**src/rtl/csr_file.sv**
```systemverilog
`default_nettype none
// ============================================================================
// Module   : csr_file
// Purpose  : Machine-mode CSR register file for the five-stage core. Owns
//            MSTATUS, MIE, MTVEC (constant), MEPC and MIP; serves a
//            combinational read port to ID/EX, commits CSR instructions at
//            WB, and sequences interrupt trap entry, MRET and WFI sleep.
// Ports    : clk, rstn (async, active-low)
//            rd_addr / rd_data          : combinational CSR read port
//            wb_valid, wb_pc            : instruction at WB
//            wb_csr_op/addr/src         : CSR op at WB (00 none,01 RW,10 RS,11 RC)
//            wb_mret, wb_wfi            : WB instruction is MRET / WFI
//            ext_irq, tmr_irq           : level interrupt requests
//            trap_taken, trap_target    : trap redirect to MTVEC
//            mret_taken, mret_target    : return redirect to MEPC
//            stall_wfi                  : freeze pipeline while sleeping
// Options  : CSR_COUNTER_EN adds 64-bit mcycle/minstret counters
//            (0xB00/0xB80, 0xB02/0xB82, read-only aliases 0xC00.. 0xC82).
// Revision : 1.0 - initial release
// ============================================================================
module csr_file (
  input  logic        clk,
  input  logic        rstn,
  input  logic [11:0] rd_addr,
  output logic [31:0] rd_data,
  input  logic        wb_valid,
  input  logic [31:0] wb_pc,
  input  logic [1:0]  wb_csr_op,
  input  logic [11:0] wb_csr_addr,
  input  logic [31:0] wb_csr_src,
  input  logic        wb_mret,
  input  logic        wb_wfi,
  input  logic        ext_irq,
  input  logic        tmr_irq,
  output logic        trap_taken,
  output logic [31:0] trap_target,
  output logic        mret_taken,
  output logic [31:0] mret_target,
  output logic        stall_wfi
);

  localparam logic [31:0] MTVEC_VAL    = 32'h0001_0000;
  localparam logic [11:0] ADDR_MSTATUS = 12'h300;
  localparam logic [11:0] ADDR_MIE     = 12'h304;
  localparam logic [11:0] ADDR_MTVEC   = 12'h305;
  localparam logic [11:0] ADDR_MEPC    = 12'h341;
  localparam logic [11:0] ADDR_MIP     = 12'h344;
`ifdef CSR_COUNTER_EN
  localparam logic [11:0] ADDR_MCYCLE    = 12'hB00;
  localparam logic [11:0] ADDR_MCYCLEH   = 12'hB80;
  localparam logic [11:0] ADDR_MINSTRET  = 12'hB02;
  localparam logic [11:0] ADDR_MINSTRETH = 12'hB82;
  localparam logic [11:0] ADDR_CYCLE     = 12'hC00;
  localparam logic [11:0] ADDR_CYCLEH    = 12'hC80;
  localparam logic [11:0] ADDR_INSTRET   = 12'hC02;
  localparam logic [11:0] ADDR_INSTRETH  = 12'hC82;
`endif

  localparam logic [1:0] OP_RW = 2'b01;
  localparam logic [1:0] OP_RS = 2'b10;
  localparam logic [1:0] OP_RC = 2'b11;

  localparam logic [0:0] ST_RUN   = 1'b0;
  localparam logic [0:0] ST_SLEEP = 1'b1;

  // Architectural state: only the implemented field bits get flops.
  logic [0:0]  state;
  logic [0:0]  state_next;
  logic        mst_mie;
  logic        mst_mpie;
  logic [1:0]  mst_mpp;
  logic        mie_mtie;
  logic        mie_meie;
  logic [31:0] mepc;
  logic        mip_mtip;
  logic        mip_meip;
  logic [31:0] wfi_pc;
`ifdef CSR_COUNTER_EN
  logic [63:0] mcycle;
  logic [63:0] minstret;
`endif

  logic [31:0] mstatus_word;
  logic [31:0] mie_word;
  logic [31:0] mip_word;
  logic        pend;
  logic        irq_go;
  logic        mret_go;
  logic        csr_we;
  logic [31:0] wb_old;
  logic [31:0] wb_new;

  assign mstatus_word = {19'd0, mst_mpp, 3'd0, mst_mpie, 3'd0, mst_mie, 3'd0};
  assign mie_word     = {20'd0, mie_meie, 3'd0, mie_mtie, 7'd0};
  assign mip_word     = {20'd0, mip_meip, 3'd0, mip_mtip, 7'd0};

  function automatic logic [31:0] csr_read(input logic [11:0] addr);
    logic [31:0] val;
    val = 32'd0;
    case (addr)
      ADDR_MSTATUS:   val = mstatus_word;
      ADDR_MIE:       val = mie_word;
      ADDR_MTVEC:     val = MTVEC_VAL;
      ADDR_MEPC:      val = mepc;
      ADDR_MIP:       val = mip_word;
`ifdef CSR_COUNTER_EN
      ADDR_MCYCLE,    ADDR_CYCLE:    val = mcycle[31:0];
      ADDR_MCYCLEH,   ADDR_CYCLEH:   val = mcycle[63:32];
      ADDR_MINSTRET,  ADDR_INSTRET:  val = minstret[31:0];
      ADDR_MINSTRETH, ADDR_INSTRETH: val = minstret[63:32];
`endif
      default:        val = 32'd0;
    endcase
    return val;
  endfunction

  assign rd_data = csr_read(rd_addr);
  assign wb_old  = csr_read(wb_csr_addr);

  always_comb begin
    wb_new = wb_csr_src;
    case (wb_csr_op)
      OP_RW:   wb_new = wb_csr_src;
      OP_RS:   wb_new = wb_old | wb_csr_src;
      OP_RC:   wb_new = wb_old & ~wb_csr_src;
      default: wb_new = wb_old;
    endcase
  end

  // Priority trap > MRET > CSR write: a trapped WB instruction commits
  // nothing and is replayed after MRET.
  assign pend    = |(mip_word & mie_word);
  assign irq_go  = mst_mie & pend & (wb_valid | (state == ST_SLEEP));
  assign mret_go = wb_valid & wb_mret & ~irq_go;
  assign csr_we  = wb_valid & (wb_csr_op != 2'b00) & ~irq_go & ~mret_go;

  // ---------------------------------------------------------------- FSM
  always_ff @(posedge clk or negedge rstn) begin
    if (!rstn) begin
      state <= ST_RUN;
    end else begin
      state <= state_next;
    end
  end

  always_comb begin
    state_next = state;
    case (state)
      // A WFI that sees a pending interrupt retires as a NOP.
      ST_RUN:   if (wb_valid && wb_wfi && !pend) state_next = ST_SLEEP;
      // Wake on any enabled pending interrupt, whether or not MIE allows a trap.
      ST_SLEEP: if (pend) state_next = ST_RUN;
      default:  state_next = ST_RUN;
    endcase
  end

  always_comb begin
    trap_taken = irq_go;
    mret_taken = mret_go;
    stall_wfi  = (state == ST_SLEEP) && !pend;
  end

  assign trap_target = MTVEC_VAL;
  assign mret_target = mepc;

  // ---------------------------------------------------------- CSR state
  always_ff @(posedge clk or negedge rstn) begin
    if (!rstn) begin
      mst_mie  <= 1'b0;
      mst_mpie <= 1'b0;
      mst_mpp  <= 2'b00;
      mie_mtie <= 1'b0;
      mie_meie <= 1'b0;
      mepc     <= 32'd0;
      mip_mtip <= 1'b0;
      mip_meip <= 1'b0;
      wfi_pc   <= 32'd0;
    end else begin
      mip_mtip <= tmr_irq;
      mip_meip <= ext_irq;
      if (irq_go) begin
        // Waking from sleep resumes after the WFI rather than replaying it.
        mepc     <= (state == ST_SLEEP) ? (wfi_pc + 32'd4) : wb_pc;
        mst_mpie <= mst_mie;
        mst_mie  <= 1'b0;
        mst_mpp  <= 2'b11;
      end else if (mret_go) begin
        mst_mie  <= mst_mpie;
        mst_mpie <= 1'b1;
        mst_mpp  <= 2'b11;
      end else if (csr_we) begin
        case (wb_csr_addr)
          ADDR_MSTATUS: begin
            mst_mie  <= wb_new[3];
            mst_mpie <= wb_new[7];
            mst_mpp  <= wb_new[12:11];
          end
          ADDR_MIE: begin
            mie_mtie <= wb_new[7];
            mie_meie <= wb_new[11];
          end
          ADDR_MEPC: mepc <= {wb_new[31:2], 2'b00};
          default: ;
        endcase
      end
      if ((state == ST_RUN) && (state_next == ST_SLEEP)) begin
        wfi_pc <= wb_pc;
      end
    end
  end

`ifdef CSR_COUNTER_EN
  // A software write replaces the addressed half and suppresses that
  // counter's increment for the cycle; the other half holds its value.
  always_ff @(posedge clk or negedge rstn) begin
    if (!rstn) begin
      mcycle   <= 64'd0;
      minstret <= 64'd0;
    end else begin
      if (csr_we && (wb_csr_addr == ADDR_MCYCLE)) begin
        mcycle <= {mcycle[63:32], wb_new};
      end else if (csr_we && (wb_csr_addr == ADDR_MCYCLEH)) begin
        mcycle <= {wb_new, mcycle[31:0]};
      end else begin
        mcycle <= mcycle + 64'd1;
      end
      if (csr_we && (wb_csr_addr == ADDR_MINSTRET)) begin
        minstret <= {minstret[63:32], wb_new};
      end else if (csr_we && (wb_csr_addr == ADDR_MINSTRETH)) begin
        minstret <= {wb_new, minstret[31:0]};
      end else if (wb_valid && !irq_go) begin
        minstret <= minstret + 64'd1;
      end
    end
  end
`endif

endmodule
`default_nettype wire

```
**config.mk**
```make
export PLATFORM = sky130hd
export DESIGN_NAME = csr_file
export DESIGN_NICKNAME = d
export VERILOG_FILES = /design/src/rtl/csr_file.sv
export SDC_FILE = /design/constraint.sdc
export NUM_CORES = 1
export LEC_CHECK = 0
export BUFFER_PORTS_ARGS = -buffer_cell sky130_fd_sc_hd__buf_4
export CORE_MARGIN = 2
export CORE_UTILIZATION = 50
export CTS_BUF_LIST = sky130_fd_sc_hd__clkbuf_8 sky130_fd_sc_hd__clkbuf_16
export DETAILED_ROUTE_END_ITERATION = 10
export HOLD_SLACK_MARGIN = 0.08
export PLACE_DENSITY = 0.9
export SYNTH_ARGS = -nofsm -noshare
export SYNTH_HDL_FRONTEND = slang
export SYNTH_SLANG_ARGS = --single-unit
export TNS_END_PERCENT = 30
```
**constraint.sdc**
```tcl
create_clock -name clk -period 6.96 [get_ports clk]
set_input_delay 2.088 -clock clk [delete_from_list [all_inputs] [get_ports clk]]
set_output_delay 2.088 -clock clk [all_outputs]
set_load 0.1 [all_outputs]
```
==> results of run 1 <==
per-stage QoR:
step | power, mW | hold slack (ns) | area (um^2) | setup WS (ns)
final | 1.18 | 0.525 | 6430 | 0.954
after CTS | 1.18 | 0.522 | 6430 | 0.941
after global placement | 0.789 | 0.489 | 6200 | 0.999
after floorplan | 0.716 | 0.480 | 5150 | -0.121
after global routing | 1.23 | 0.546 | 6430 | 0.781
after detailed placement | 0.800 | 0.504 | 6200 | 0.937
cells by family after synthesis:
logic type                 synth area share [%]
xor gates and xnor gates                   5.39
and+or+nand+nor                            19.7
DFF                                        36.3
muxes                                      8.33
buffers and inverters                      8.03
adders and majority gates                 0.248
AOI/OAI and AO/OA                          21.9
other                                     0.149
power by group:
group | internal (mW) | switching, mW | total (mW) | leakage (nW)
Clock | 0.220 | 0.162 | 0.382 | 0.115
Combinational | 0.103 | 0.186 | 0.289 | 1.90
Sequential | 0.460 | 0.0486 | 0.508 | 0.943
Total | 0.783 | 0.397 | 1.18 | 2.96
worst max-delay path, cell delays in order:
cell and delay, ns:
sky130_fd_sc_hd__buf_4 0.11, sky130_fd_sc_hd__nor4_1 0.27, sky130_fd_sc_hd__nand4_1 0.25, sky130_fd_sc_hd__nor4bb_4 0.31
sky130_fd_sc_hd__buf_4 0.33, sky130_fd_sc_hd__a22oi_1 0.13, sky130_fd_sc_hd__o21ai_0 0.10, sky130_fd_sc_hd__buf_4 0.32
registers in the layout (all words and copies together) (netlist names):
register and count:
mret_target 32, wfi_pc 32, mst_mpp 2, mie_meie 1, mie_mtie 1, mip_meip 1
mip_mtip 1, mst_mie 1, mst_mpie 1, state 1
cell type report:
class                   count  area share, %
multi-input cells         455           45.6
flip-flops and latches     73           28.4
clock buffers              11           2.35
well taps                 133           2.59
repair buffers            166           19.4
clock inverters             5           1.21
inverters                   8          0.467
how the worst max path moves through the flow:
stage / startpoint / to / slack, ns / cells past startpoint
3_3_place_gp: rd_addr[11] / rd_data[7] / 1.0 / 8
4_1_cts: rd_addr[11] / rd_data[7] / 0.94 / 8
2_1_floorplan: rd_addr[11] / rd_data[11] / -0.12 / 4
5_1_grt: rd_addr[11] / rd_data[11] / 0.78 / 8
6_report: rd_addr[11] / rd_data[7] / 0.95 / 8
3_5_place_dp: rd_addr[11] / rd_data[7] / 0.94 / 8
synthesized netlist by cell type, types with 20 or more instances:
cell,instances
sky130_fd_sc_hd__dfrtp_1,73
sky130_fd_sc_hd__a21oi_1,42
sky130_fd_sc_hd__nand2_1,35
sky130_fd_sc_hd__and2_1,33
sky130_fd_sc_hd__buf_4,32
sky130_fd_sc_hd__mux2_2,31
sky130_fd_sc_hd__o21ai_0,30
sky130_fd_sc_hd__nor2_1,29
sky130_fd_sc_hd__clkbuf_1,26
sky130_fd_sc_hd__a22oi_1,23
sky130_fd_sc_hd__xnor2_1,22
sky130_fd_sc_hd__nand3_1,20
metal layers:
metal	wire length [um]	track usage, %
met5	0	0
met1	6440	38.0
met3	1470	5.76
met4	365	11.8
met2	8100	48.6
==> results.yml, run 1 <==
run_status:
  outcome: "complete, no violations"
synthesis:
  postSynthAreaPerCell_um2: 8.82
  synth.yosys.seq_area_share_pct: 36.3
  ys.warnings.count: 0
  synth_flop_cell: "sky130_fd_sc_hd__dfrtp_1"
  synth_edf_count: 0
  post_synth_inst_count: 571
  ys_ff_latch: 73
  yosys.area.top_type: "sky130_fd_sc_hd__dfrtp_1"
  yosys.area.top_type_share_pct: 36.3
  ys_types: 59
  ys_top_cells_by_area: "sky130_fd_sc_hd__dfrtp_1 36%, sky130_fd_sc_hd__mux2_2 6.9%, sky130_fd_sc_hd__buf_4 4.8%, sky130_fd_sc_hd__a21oi_1 4.2%, sky130_fd_sc_hd__and2_1 4.1%"
  async_set_reset_flop_share_out_of_synthesis_pct: 100
  post_synth_instance_area_mm2: 0.00503
min_path:
  whs_path_depth: 1
  hold_path_end: "wfi_pc[0]$_DFFE_PN0P_"
  hold_path_class: "reg -> reg"
  hold_start: "wfi_pc[0]$_DFFE_PN0P_"
timing:
  fin_setup_tns_ns: 0
  final-max-slew-violation-count: 0
  timing.final.setup_violations: 0
  rsz0062_at_grt: "no"
  relSlewSlack_pct: 19.8
  period_share_pct: 86.3
  fmaxAchievable_mhz: 167
  timing.final.hold_violations: 0
  layout_min_cycle_time_ns: 6.01
  finalClockSkew_ns: 0.00714
  worst_pin_slew_ns: 1.19
die:
  fp.coreArea_mm2: 0.00977
  initial_utilization_pct: 51.5
  die_width_um: 104
  fp.dieArea_mm2: 0.0109
  std_cell_rows: 36
  ios: 196
  die_h_um: 104
worst_setup_path:
  maximum_fanout_encountered_on_the_critical_timing_path: 31
  r2r-end: "mret_target[26]$_DFFE_PN0P_"
  worstSetupEndpointType: "output port"
  data_arrival_time_of_the_critical_path_ns: 3.92
  cp-start-kind: "primary input"
  crit-reg2reg-launch: "mie_meie$_DFFE_PN0P_"
  required_ns: 4.87
  regToRegSetupSlack_ns: 3.98
  r2r.worst_path.cells: 8
  setup.worst_path.class: "in -> out"
route:
  drt_iter0_markers: 451
  drt_pre_antenna_iters: 5
  routed_length_per_placed_instance_um: 19.2
  num_vias: 5156
  drcViolationCount: 0
  avgViaCountPerCell: 6.06
  detail-route-antenna-nets: 0
  wl_um: 16400
placed_design:
  finalWeightedCongestion: 0.904
  post-place-cells: 835
  numPortBuffers: 161
  place.detailed.hpwl_um: 12300
cells_and_area:
  fill_cell_count: 812
  area_growth_pct: 27.7
  seq_area_mm2: 0.00183
  commonest_non_fill_non_tap_cell_in_the_layout: "sky130_fd_sc_hd__buf_4"
  design.final.nets: 811
  insertedDiodeCount: 0
  area_occupied_by_multi_input_gates_mm2: 0.00293
  postLayoutCoreUtil_pct: 65.8
  instances_no_fill: 851
  final_cell_mix: "166 x sky130_fd_sc_hd__buf_4, 73 x sky130_fd_sc_hd__dfrtp_1, 42 x sky130_fd_sc_hd__a21oi_1"
  proportion_of_layout_cells_with_a_drive_suffix_above_1_pct: 30.9
clock_network:
  cts.path.max_buffers: 2
  cts_repair_resize_count: 0
  worst_setup_hold_path_clk_slew_ns: 0.08
  clock_insertion_delay_worst_skew_ns: 0.34
  cts-hold-fix-buffers: 0
  cts_htree_levels: 3
  post-cts-setup-buffer-count: 0
  clock_tree_from_tritoncts: "done"
  numCtsBuffers: 9
  cts.sink_count: 73
  cts_root_buffer: "sky130_fd_sc_hd__clkbuf_8"
power:
  static_leakage_nw: 2.96
  peakVddDrop_mv: 0.108
  p_per_area_mw_per_mm2: 183
global_routing:
  grt_start_max_net_pins: 74
  track_usage_pct: 29.5
  global_route.overflow_total: 0
  grt_first_pass_wirelength_um: 25700
  initial_antenna_violation_count: 0
  number_of_global_route_vias_before_repair: 4903
run:
  count_of_max_cap_constraint_violations: 0
Power figures use the tool's default switching activity.
==> run 2, diff against run 1 <==
--- a/config.mk
+++ b/config.mk
@@ -11,7 +11,7 @@
 export CTS_BUF_LIST = sky130_fd_sc_hd__clkbuf_8 sky130_fd_sc_hd__clkbuf_16
 export DETAILED_ROUTE_END_ITERATION = 10
 export HOLD_SLACK_MARGIN = 0.08
-export PLACE_DENSITY = 0.9
+export PLACE_DENSITY = 0.83
 export SYNTH_ARGS = -nofsm -noshare
 export SYNTH_HDL_FRONTEND = slang
 export SYNTH_SLANG_ARGS = --single-unit
==> run 2 against run 1 <==
Sequential power about the same. Sequential share of layout area increased by 0.15 points. Final cell count up 0.12%. Combinational power barely moved. Global-route usage up 1.1 points. Final area down 0.53%. Register-to-register slack got worse by 0.25 ns. Die area stayed put. Hold slack worse by 0.011 ns. Non-clock buffer count is 1 higher. Critical path depth is the same. Count of clock-buffer cells in the layout down 2.
==> results.yml, run 2 (same netlist as run 1, synthesis figures left out) <==
clock_network:
  cts_repair_resize_count: 0
  cts_root_buffer: "sky130_fd_sc_hd__clkbuf_8"
  clock_tree_from_tritoncts: "done"
  numCtsBuffers: 9
  cts_htree_levels: 3
  worst_setup_hold_path_clk_slew_ns: 0.07
  clock_insertion_delay_worst_skew_ns: 0.36
  cts.path.max_buffers: 2
  cts-hold-fix-buffers: 0
  cts.sink_count: 73
  post-cts-setup-buffer-count: 0
timing:
  timing.final.setup_violations: 0
  rsz0062_at_grt: "no"
  timing.final.ws_setup_ns: 1.04
  fin_setup_tns_ns: 0
  final-max-slew-violation-count: 0
  layout_min_cycle_time_ns: 5.92
  holdWs_ns: 0.513
  finalClockSkew_ns: 0.0103
  fmaxAchievable_mhz: 169
  period_share_pct: 85.0
  worst_pin_slew_ns: 1.18
  relSlewSlack_pct: 20.3
  timing.final.hold_violations: 0
die:
  std_cell_rows: 36
  fp.dieArea_mm2: 0.0109
  initial_utilization_pct: 51.5
  die_width_um: 104
  ios: 196
  die_h_um: 104
  fp.coreArea_mm2: 0.00977
route:
  drcViolationCount: 0
  routed_length_per_placed_instance_um: 20.1
  drt_iter0_markers: 585
  drt_pre_antenna_iters: 5
  num_vias: 5301
  avgViaCountPerCell: 6.22
  detail-route-antenna-nets: 0
  wl_um: 17100
global_routing:
  groute.layer.met1.usage_pct: 37.4
  track_usage_pct: 30.5
  global_route.overflow_total: 0
  grt_first_pass_wirelength_um: 26500
  initial_antenna_violation_count: 0
  number_of_global_route_vias_before_repair: 4972
  grt_start_max_net_pins: 74
  grt.met2_usage_pct: 52.3
  grt_util_met3_pct: 5.83
  grt_most_used_layer: "met2"
cells_and_area:
  instances_no_fill: 852
  postLayoutCoreUtil_pct: 65.4
  final_design_area_no_fill_mm2: 0.00640
  insertedDiodeCount: 0
  design.final.nets: 812
  proportion_of_layout_cells_with_a_drive_suffix_above_1_pct: 30.7
  area_growth_pct: 27.0
  commonest_non_fill_non_tap_cell_in_the_layout: "sky130_fd_sc_hd__buf_4"
  final_cell_mix: "167 x sky130_fd_sc_hd__buf_4, 73 x sky130_fd_sc_hd__dfrtp_1, 42 x sky130_fd_sc_hd__a21oi_1"
power:
  static_leakage_nw: 2.95
  p_per_area_mw_per_mm2: 177
  peakVddDrop_mv: 0.127
  final_total_power_mw: 1.13
worst_setup_path:
  worst_path_max_delay_cell: "sky130_fd_sc_hd__nor4bb_4"
  critical-path-top-delay-family: "simple AND/OR/NAND/NOR gates"
  data_arrival_time_of_the_critical_path_ns: 3.83
  crit_path_cell_trace: "buf_4 > nor4_1 > nand4_1 > nor4bb_4 > buf_4 > a22oi_1 > o21ai_0 > buf_4"
  slowest_stage_delay_cp_ns: 0.36
  worstSetupEndpointType: "output port"
  timing.critical_path.buf_inv: 3
  maximum_fanout_encountered_on_the_critical_timing_path: 11
  cp-start-kind: "primary input"
  crit_path_frequent_cell: "sky130_fd_sc_hd__buf_4"
  setup.worst_path.class: "in -> out"
  required_ns: 4.87
placed_design:
  numPortBuffers: 161
  placed_cell_area_mm2: 0.00621
  finalWeightedCongestion: 0.979
  dpl_worst_slack_ns: 1.03
  post-place-cells: 836
  place.detailed.hpwl_um: 12500
run:
  count_of_max_cap_constraint_violations: 0
run_status:
  outcome: "complete, no violations"
min_path:
  hold_path_class: "reg -> reg"
## run 2: cell types whose count changed in the layout (fill, tap and decap cells not counted)
cell,change
sky130_fd_sc_hd__clkinv_4,+1
sky130_fd_sc_hd__buf_4,+1
sky130_fd_sc_hd__clkbuf_8,-2
sky130_fd_sc_hd__bufinv_16,-1
sky130_fd_sc_hd__inv_1,+2
## run 2: layer usage
metal  up-vias  part of all wire (%)
li1       2342                     -
met1      2529                    37
met2       379                    50
met3        51                   9.4
met4         0                   3.5
met5         -                     0
## run 2: worst paths after layout
| kind | startpoint | endpoint | slack (ns) | depth (start not counted) |
|---|---|---|---|---|
| setup / recovery | rd_addr[11] | rd_data[7] | 1.04 | 8 |
| hold / removal | wfi_pc[0]$_DFFE_PN0P_ | wfi_pc[0]$_DFFE_PN0P_ | 0.51 | 1 |
| setup reg to reg | mie_meie$_DFFE_PN0P_ | mret_target[29]$_DFFE_PN0P_ | 3.73 | 9 |
| hold reg to reg | wfi_pc[0]$_DFFE_PN0P_ | wfi_pc[0]$_DFFE_PN0P_ | 0.51 | 1 |
| max in group asynchronous | rstn | wfi_pc[29]$_DFFE_PN0P_ | 4.47 | 1 |
| min in group asynchronous | rstn | wfi_pc[1]$_DFFE_PN0P_ | 1.86 | 1 |
## run 2: layout make-up
cell class / count / area, um^2
Inverter: 8 / 30.0
Multi-Input combinational cell: 455 / 2930
Clock buffer: 9 / 124
Clock inverter: 7 / 63.8
Timing Repair Buffer: 167 / 1250
Tap cell: 133 / 166
Sequential cell: 73 / 1830
Fill cell: 806 / 3380
## run 2: worst register-to-register path: cells and delay by family (launching register included)
kind | cells | cell delay (ns)
buffers and inverters | 2 | 0.86
DFF | 1 | 0.43
and+or+nand+nor | 1 | 0.28
AOI/OAI and AO/OA | 6 | 1.56
## run 2: power breakdown
| group | switching (mW) | total [mW] | internal, mW | leakage, nW |
|---|---|---|---|---|
| clock | 0.165 | 0.327 | 0.162 | 0.102 |
| combinational | 0.189 | 0.292 | 0.103 | 1.90 |
| sequential | 0.0498 | 0.510 | 0.460 | 0.943 |
==> run 3, diff against run 2 <==
==> constraint.sdc (replaced) <==
create_clock -name clk -period 6.1 [get_ports clk]
set_input_delay 1.83 -clock clk [delete_from_list [all_inputs] [get_ports clk]]
set_output_delay 1.83 -clock clk [all_outputs]
set_load 0.1 [all_outputs]
==> run 3 against run 2 <==
First-iteration DRC count decreased by 9.9%. Sequential share of layout area about the same. Final area about the same. Clock skew decreased by 0.00078 ns. Non-clock buffer count increased by 1. Power increased by 11%. Critical path type unchanged. Largest power group unchanged.
==> results.yml, run 3 (same netlist as run 1, synthesis figures left out) <==
die:
  die_h_um: 104
  std_cell_rows: 36
  die_width_um: 104
  fp.dieArea_mm2: 0.0109
  fp.coreArea_mm2: 0.00977
  ios: 196
  initial_utilization_pct: 51.5
clock_network:
  cts.path.max_buffers: 2
  cts.sink_count: 73
  clock_tree_from_tritoncts: "done"
  cts-hold-fix-buffers: 0
  worst_setup_hold_path_clk_slew_ns: 0.08
  cts_root_buffer: "sky130_fd_sc_hd__clkbuf_8"
  clock_insertion_delay_worst_skew_ns: 0.35
  post-cts-setup-buffer-count: 0
  numCtsBuffers: 9
  cts_repair_resize_count: 0
  cts_htree_levels: 3
cells_and_area:
  proportion_of_layout_cells_with_a_drive_suffix_above_1_pct: 30.7
  commonest_non_fill_non_tap_cell_in_the_layout: "sky130_fd_sc_hd__buf_4"
  design.final.nets: 813
  area_growth_pct: 26.9
  insertedDiodeCount: 0
  final_cell_mix: "168 x sky130_fd_sc_hd__buf_4, 73 x sky130_fd_sc_hd__dfrtp_1, 42 x sky130_fd_sc_hd__a21oi_1"
  final_design_area_no_fill_mm2: 0.00639
run:
  count_of_max_cap_constraint_violations: 0
route:
  drt_pre_antenna_iters: 5
  routed_length_per_placed_instance_um: 19.2
  drcViolationCount: 0
  drt_iter0_markers: 527
  num_vias: 5207
  detail-route-antenna-nets: 0
  wl_um: 16400
  avgViaCountPerCell: 6.10
placed_design:
  numPortBuffers: 161
  finalWeightedCongestion: 0.954
  dpl_worst_slack_ns: 0.709
  placed_cell_area_mm2: 0.00622
  place.detailed.hpwl_um: 12300
timing:
  worst_pin_slew_ns: 1.08
  timing.final.ws_setup_ns: 0.716
  final-max-slew-violation-count: 0
  finalClockSkew_ns: 0.00949
  fin_setup_tns_ns: 0
  holdWs_ns: 0.516
  relSlewSlack_pct: 27.4
  timing.final.setup_violations: 0
  timing.final.hold_violations: 0
  layout_min_cycle_time_ns: 5.38
  fmaxAchievable_mhz: 186
  rsz0062_at_grt: "no"
  period_share_pct: 88.3
global_routing:
  track_usage_pct: 29.3
  initial_antenna_violation_count: 0
  number_of_global_route_vias_before_repair: 4785
  grt_start_max_net_pins: 74
  grt_first_pass_wirelength_um: 25500
  global_route.overflow_total: 0
worst_setup_path:
  maximum_fanout_encountered_on_the_critical_timing_path: 11
  cp-start-kind: "primary input"
  required_ns: 4.27
  data_arrival_time_of_the_critical_path_ns: 3.55
  worstSetupEndpointType: "output port"
  setup.worst_path.class: "in -> out"
run_status:
  outcome: "complete, no violations"
power:
  peakVddDrop_mv: 0.162
  p_per_area_mw_per_mm2: 197
  static_leakage_nw: 2.95
min_path:
  hold_path_class: "reg -> reg"
## run 3: critical path: stages
cell,delay (ns)
sky130_fd_sc_hd__buf_4,0.11
sky130_fd_sc_hd__nor4_1,0.26
sky130_fd_sc_hd__nand4_1,0.25
sky130_fd_sc_hd__nor4bb_4,0.34
sky130_fd_sc_hd__buf_4,0.24
sky130_fd_sc_hd__a22oi_1,0.10
sky130_fd_sc_hd__o21ai_0,0.10
sky130_fd_sc_hd__buf_4,0.32
## run 3: path summary, 6_finish.rpt
kind	slack (ns)	start	end	depth (start not counted)
worst max-delay path	0.72	rd_addr[11]	rd_data[11]	8
worst min-delay path	0.52	wfi_pc[1]$_DFFE_PN0P_	wfi_pc[1]$_DFFE_PN0P_	1
worst max register to register	2.90	mie_meie$_DFFE_PN0P_	mret_target[26]$_DFFE_PN0P_	10
worst min register to register	0.52	wfi_pc[1]$_DFFE_PN0P_	wfi_pc[1]$_DFFE_PN0P_	1
max in group asynchronous	3.89	rstn	mret_target[20]$_DFFE_PN0P_	1
min in group asynchronous	1.62	rstn	wfi_pc[2]$_DFFE_PN0P_	1
## run 3: through the flow
| step | utilization, % | std cells | power, mW |
|---|---|---|---|
| after global placement | 63.6 | 837 | 0.902 |
| after global routing | 65.4 | 853 | 1.30 |
| after floorplan | - | 601 | 0.817 |
| after CTS | 65.4 | 853 | 1.25 |
| after detailed placement | 63.6 | 837 | 0.914 |
| final | 65.4 | 853 | 1.26 |
## run 3: layer usage
metal	global-route usage (%)	wire length, um	vias up
met5	0	0	-
met4	12.3	558	0
met3	4.39	1550	48
met2	48.5	7930	346
met1	38.4	6320	2470
li1	-	-	2343
## run 3: layout make-up
| cell class | count | area [um^2] |
|---|---|---|
| Tap cell | 133 | 166 |
| Sequential cell | 73 | 1830 |
| Multi-Input combinational cell | 455 | 2930 |
| Clock inverter | 5 | 23.8 |
| Fill cell | 806 | 3380 |
| Inverter | 8 | 30.0 |
| Clock buffer | 11 | 151 |
| Timing Repair Buffer | 168 | 1260 |
## run 3: power by group
part	internal [mW]	total, mW	switching (mW)
clock	0.165	0.348	0.182
sequential	0.525	0.580	0.0557
combinational	0.117	0.329	0.212
